--- config.mk ---
export PLATFORM = sky130hd
export DESIGN_NAME = pma_attr_lookup
export DESIGN_NICKNAME = d
export VERILOG_FILES = /design/src/rtl/pma_attr_lookup.sv
export SDC_FILE = /design/constraint.sdc
export NUM_CORES = 1
export LEC_CHECK = 0
export CAP_MARGIN = 40
export CORE_ASPECT_RATIO = 0.75
export CORE_MARGIN = 1.5
export CORE_UTILIZATION = 21
export DETAILED_ROUTE_END_ITERATION = 12
export PLACE_DENSITY = 0.79
export SETUP_SLACK_MARGIN = 0.2
export SLEW_MARGIN = 30
export SYNTH_ARGS = -nofsm -noshare
export SYNTH_HDL_FRONTEND = slang
export SYNTH_SLANG_ARGS = --single-unit
export TNS_END_PERCENT = 50
--- constraint.sdc ---
create_clock -name clk_i -period 1.1 [get_ports clk_i]
set_input_delay 0.33 -clock clk_i [delete_from_list [all_inputs] [get_ports clk_i]]
set_output_delay 0.33 -clock clk_i [all_outputs]
set_load 0.05 [all_outputs]
--- src/rtl/pma_attr_lookup.sv ---
// ============================================================================
// Module   : pma_attr_lookup (with config_pkg)
// Brief    : Two-stage registered PMA lookup: non-idempotent / exec / cache.
// Revision : 1.0  initial release
// ============================================================================
`default_nettype none

package config_pkg;
  localparam int unsigned NrMaxRules = 16;

  typedef struct packed {
    logic [31:0]       NrNonIdempotentRules;
    logic [15:0][63:0] NonIdempotentAddrBase;
    logic [15:0][63:0] NonIdempotentLength;
    logic [31:0]       NrExecuteRegionRules;
    logic [15:0][63:0] ExecuteRegionAddrBase;
    logic [15:0][63:0] ExecuteRegionLength;
    logic [31:0]       NrCachedRegionRules;
    logic [15:0][63:0] CachedRegionAddrBase;
    logic [15:0][63:0] CachedRegionLength;
  } cva6_cfg_t;

  localparam cva6_cfg_t cva6_cfg_empty = '0;

  function automatic bit check_cfg(input cva6_cfg_t cfg);
    return (cfg.NrNonIdempotentRules <= NrMaxRules) &&
           (cfg.NrExecuteRegionRules <= NrMaxRules) &&
           (cfg.NrCachedRegionRules  <= NrMaxRules);
  endfunction
endpackage

module pma_attr_lookup #(
  parameter config_pkg::cva6_cfg_t CVA6Cfg  = config_pkg::cva6_cfg_empty,
  parameter int unsigned           TagWidth = 4
) (
  input  logic                clk_i,
  input  logic                rst_i,
  input  logic                flush_i,
  input  logic                req_valid_i,
  output logic                req_ready_o,
  input  logic [63:0]         req_addr_i,
  input  logic                req_fetch_i,
  input  logic [TagWidth-1:0] req_tag_i,
  output logic                rsp_valid_o,
  input  logic                rsp_ready_i,
  output logic [TagWidth-1:0] rsp_tag_o,
  output logic                rsp_nonidem_o,
  output logic [3:0]          rsp_nonidem_idx_o,
  output logic                rsp_exec_o,
  output logic                rsp_cache_o,
  output logic                rsp_fetch_fault_o
);

  localparam int c_NR_NI = int'(CVA6Cfg.NrNonIdempotentRules);
  localparam int c_NR_EX = int'(CVA6Cfg.NrExecuteRegionRules);
  localparam int c_NR_CA = int'(CVA6Cfg.NrCachedRegionRules);

  if ((c_NR_NI > 16) || (c_NR_EX > 16) || (c_NR_CA > 16)) begin : g_rule_count_err
    $error("pma_attr_lookup: a rule count exceeds 16 slots");
  end
  if (!config_pkg::check_cfg(CVA6Cfg)) begin : g_cfg_err
    $error("pma_attr_lookup: check_cfg rejected the core configuration");
  end

  // End of region computed in 65 bits so a region touching 2^64 never wraps.
  function automatic logic in_rule(input logic [63:0] addr, input logic [63:0] base,
                                   input logic [63:0] len);
    return (addr >= base) && ({1'b0, addr} < ({1'b0, base} + {1'b0, len}));
  endfunction

  logic [15:0] w_ni_match, w_ex_match, w_ca_match;

  for (genvar k = 0; k < 16; k++) begin : g_rule
    if (k < c_NR_NI) begin : g_ni_on
      assign w_ni_match[k] = in_rule(req_addr_i, CVA6Cfg.NonIdempotentAddrBase[k],
                                     CVA6Cfg.NonIdempotentLength[k]);
    end else begin : g_ni_off
      assign w_ni_match[k] = 1'b0;
    end
    if (k < c_NR_EX) begin : g_ex_on
      assign w_ex_match[k] = in_rule(req_addr_i, CVA6Cfg.ExecuteRegionAddrBase[k],
                                     CVA6Cfg.ExecuteRegionLength[k]);
    end else begin : g_ex_off
      assign w_ex_match[k] = 1'b0;
    end
    if (k < c_NR_CA) begin : g_ca_on
      assign w_ca_match[k] = in_rule(req_addr_i, CVA6Cfg.CachedRegionAddrBase[k],
                                     CVA6Cfg.CachedRegionLength[k]);
    end else begin : g_ca_off
      assign w_ca_match[k] = 1'b0;
    end
  end

  logic                r_s1_valid, r_s2_valid;
  logic [TagWidth-1:0] r_s1_tag;
  logic                r_s1_fetch;
  logic [15:0]         r_s1_ni, r_s1_ex, r_s1_ca;
  logic                w_s1_en, w_s2_en, w_accept;

  assign w_s2_en     = !r_s2_valid || rsp_ready_i;
  assign w_s1_en     = !r_s1_valid || w_s2_en;
  assign req_ready_o = w_s1_en && !flush_i;
  assign w_accept    = req_valid_i && req_ready_o;

  always_ff @(posedge clk_i) begin
    if (rst_i || flush_i) begin
      r_s1_valid <= 1'b0;
    end else if (w_s1_en) begin
      r_s1_valid <= w_accept;
    end
  end

  always_ff @(posedge clk_i) begin
    if (rst_i) begin
      r_s1_tag   <= '0;
      r_s1_fetch <= 1'b0;
      r_s1_ni    <= '0;
      r_s1_ex    <= '0;
      r_s1_ca    <= '0;
    end else if (w_accept) begin
      r_s1_tag   <= req_tag_i;
      r_s1_fetch <= req_fetch_i;
      r_s1_ni    <= w_ni_match;
      r_s1_ex    <= w_ex_match;
      r_s1_ca    <= w_ca_match;
    end
  end

  logic [3:0] w_ni_idx;
  logic       w_exec;

  always_comb begin
    w_ni_idx = '0;
    for (int i = 15; i >= 0; i--) begin
      if (r_s1_ni[i]) w_ni_idx = 4'(i);
    end
  end

  // With no execute rules configured the whole space is executable.
  if (c_NR_EX == 0) begin : g_exec_all
    assign w_exec = 1'b1;
  end else begin : g_exec_rules
    assign w_exec = |r_s1_ex;
  end

  always_ff @(posedge clk_i) begin
    if (rst_i || flush_i) begin
      r_s2_valid <= 1'b0;
    end else if (w_s2_en) begin
      r_s2_valid <= r_s1_valid;
    end
  end

  always_ff @(posedge clk_i) begin
    if (rst_i) begin
      rsp_tag_o         <= '0;
      rsp_nonidem_o     <= 1'b0;
      rsp_nonidem_idx_o <= '0;
      rsp_exec_o        <= 1'b0;
      rsp_cache_o       <= 1'b0;
      rsp_fetch_fault_o <= 1'b0;
    end else if (w_s2_en && r_s1_valid) begin
      rsp_tag_o         <= r_s1_tag;
      rsp_nonidem_o     <= |r_s1_ni;
      rsp_nonidem_idx_o <= w_ni_idx;
      rsp_exec_o        <= w_exec;
      rsp_cache_o       <= |r_s1_ca;
      rsp_fetch_fault_o <= r_s1_fetch && !w_exec;
    end
  end

  assign rsp_valid_o = r_s2_valid;

endmodule

`default_nettype wire

==> metrics.cfg <==
[worst_hold_path]
hold_depth = 2
min_from = r_s1_tag[3]
hold_class = reg2reg
hold_end = rsp_tag_o[3]

[critical_path]
worst_setup_path_end_kind = output port
worstPathCellList = nor2b_4, a21oi_4, buf_12
reg2reg_slack_ns = -0.13
worstPathMaxFanout = 2
r2r_end = r_s1_tag[2]
slowest_delay_ns = 0.34
crit_path_start_kind = flop
r2r-start = rsp_valid_o
worstPathRequired_ns = 0.77
slowest_stage = dfxtp_4
arrival_ns = 1.03
worst-r2r-cell-count = 5
criticalPathCategory = reg2out

[floorplan]
die-width_um = 60.70
rows = 15
num_io_pins = 88
start_util_pct = 22.53
die_h_um = 46.27
coreArea_mm2 = 0.002327
die-area_mm2 = 0.002808

[detailed_routing]
wl_per_cell_um = 9.991
firstDrtPassIters = 2
antenna_left = 0
drtIter0Drc = 1
viasPerCell = 3.833
routed_wirelength_mm = 1.139
drc = 0
vias = 437

[timing]
fmax_ghz = 0.7378
worst_clock_skew_ns = 0.005260
setup_viol = 6
hold_viol = 0
final_max_slew_viol_count = 0
fin_crit_sh_pct = 123.2
timing.final.ws_setup_ns = -0.2554
period_minus_slack_ns = 1.355
rsz0062_at_grt = true
tns_ns = -0.7694

[yosys]
synthTopCellsByCount = 11 x dfxtp_1, 9 x nand2b_1, 8 x buf_4, 7 x a21oi_1
synth.area.top_cells = dfxtp_1 42%, buf_4 11%, nand2b_1 11%
ys_warn_count = 0
ys_seq_elements = 11
yosysTopAreaCell = dfxtp_1
yosysTopAreaCellShare_pct = 42.00
syn_area_um2 = 524.3
synth.most_common_cell = dfxtp_1
synth_edf_count = 0
syn_area_per_cell_um2 = 9.362
ys_seq_area_share_pct = 42.00
async_reset_ff_share_pct = 0
netlist_instances = 56
synth.distinct_cells = 16
ys.flop_type = dfxtp_1

[power]
p_total_w = 0.0008808
ir_worst_vdd_v = 0.0005478
p_leak_nw = 0.3341
p_per_area_mw_per_mm2 = 1017

[place]
post-place-ws_ns = -0.4759
hpwl_um = 913.4
placed_area_um2 = 804.5
portBuffers = 15
gp_congestion = 0.7198

[clock_tree]
clockBufferDepth = 2
ctsRootBufferMaster = clkbuf_4
cts_buffers = 3
cts.htree.levels = 1
cts_tree = done
clkLatencyLatePin_ns = 0.26
clock_sinks = 11
clkSlewWorstSetupHoldPaths_ns = 0.07
cts-hold-fix-buffers = 0

[global_routing]
grt_pass1_wl_mm = 1.807
grt_usage_pct = 8.973
grt_max_degree = 16
overflow = 0
grt_pass1_vias = 413
antenna_found_initial = 0

[flow_run]
max_cap_violations = 0

[cells_and_area]
antenna_cells = 0
num-nets-final = 155
fin_area_um2 = 865.8
fillers = 249
area.growth.synth_to_final_pct = 65.15
drive_gt1_share_pct = 37.50

[run_status]
outcome = finished with violations
failed_checks = setup timing

metal layers:
metal | track usage (%) | wire length, um | up-vias
li1 | - | - | 222
met1 | 10.44 | 469 | 203
met2 | 14.19 | 575 | 12
met3 | 5.899 | 94 | 0
met4 | 1.304 | 0 | 0
met5 | 0 | 0 | -
how the worst max path moves through the flow:
stage | startpoint | end | slack, ns
2_1_floorplan | rsp_valid_o | req_ready_o | -0.11
3_3_place_gp | rsp_ready_i | req_ready_o | -0.42
4_1_cts | rsp_valid_o | req_ready_o | -0.27
3_5_place_dp | rsp_ready_i | r_s1_tag[2] | -0.48
5_1_grt | rsp_valid_o | req_ready_o | -0.29
6_report | rsp_valid_o | req_ready_o | -0.26
cells in the final DEF (no fill, tap or decap), types with 2 or more instances in the layout:
cell / synthesis / layout
dfxtp_4: 0 / 2
clkbuf_4: 0 / 3
dfxtp_1: 11 / 5
a21oi_1: 7 / 6
dfxtp_2: 0 / 4
buf_4: 8 / 6
clkdlybuf4s50_1: 0 / 5
buf_12: 0 / 7
conb_1: 1 / 7
mux2i_1: 4 / 4
nand3_1: 4 / 4
o21ai_2: 0 / 2
a21oi_4: 1 / 2
buf_6: 0 / 2
dlygate4sd2_1: 0 / 3
nand2b_1: 9 / 9
cells by family after synthesis:
family                 Yosys count  share of synthesized area (%)
buffers and inverters           10                          13.13
other                            1                         0.7153
multiplexers                     4                          7.638
flip-flops                      11                          42.00
AND/OR/NAND/NOR                 17                          21.48
AO/OA/AOI/OAI                   13                          15.04
metrics by stage:
stage | hold slack, ns | instances | utilization, %
final | 0.4700 | 114 | 37.20
after floorplan | 0.3987 | 62 | -
after CTS | 0.4737 | 113 | 36.77
after global routing | 0.4982 | 114 | 37.20
after global placement | 0.4603 | 108 | 34.57
after detailed placement | 0.4727 | 108 | 34.57
sequential cells by signal, indices dropped and copies added (netlist names):
name,flops
r_s1_tag,4
rsp_exec_o,1
rsp_tag_o,4
r_s1_valid,1
rsp_valid_o,1
power by group:
| part | internal [W] | leakage, nW | switching, W |
|---|---|---|---|
| Combinational | 0.0000776 | 0.226 | 0.000118 |
| Clock | 0.000140 | 0.0150 | 0.000128 |
| Sequential | 0.000408 | 0.0930 | 0.00000966 |
| Total | 0.000626 | 0.334 | 0.000255 |
cell type report:
cell class              count  area, um2  area share (%)
inverters                   1      3.754          0.4335
clock buffers               4      26.28           3.035
well taps                  34      42.54           4.913
flip-flops and latches     11      232.7           26.88
multi-input cells          41      276.5           31.94
repair buffers             23      284.0           32.80
critical path, delay by kind of cell (launching register included):
kind / cells / cell delay [ns]
AND/OR/NAND/NOR: 1 / 0.13
flip-flops: 1 / 0.34
AO/OA/AOI/OAI: 1 / 0.14
buffers and inverters: 1 / 0.15
repair_timing:
action | 4_1_cts | 5_1_grt
buffers inserted | 1 | 1
gates resized for setup | 15 | 1
endpoints found under the setup margin | 18 | 18
pin swaps | 3 | 1
cloned | 0 | 0
Power figures use the tool's default switching activity.
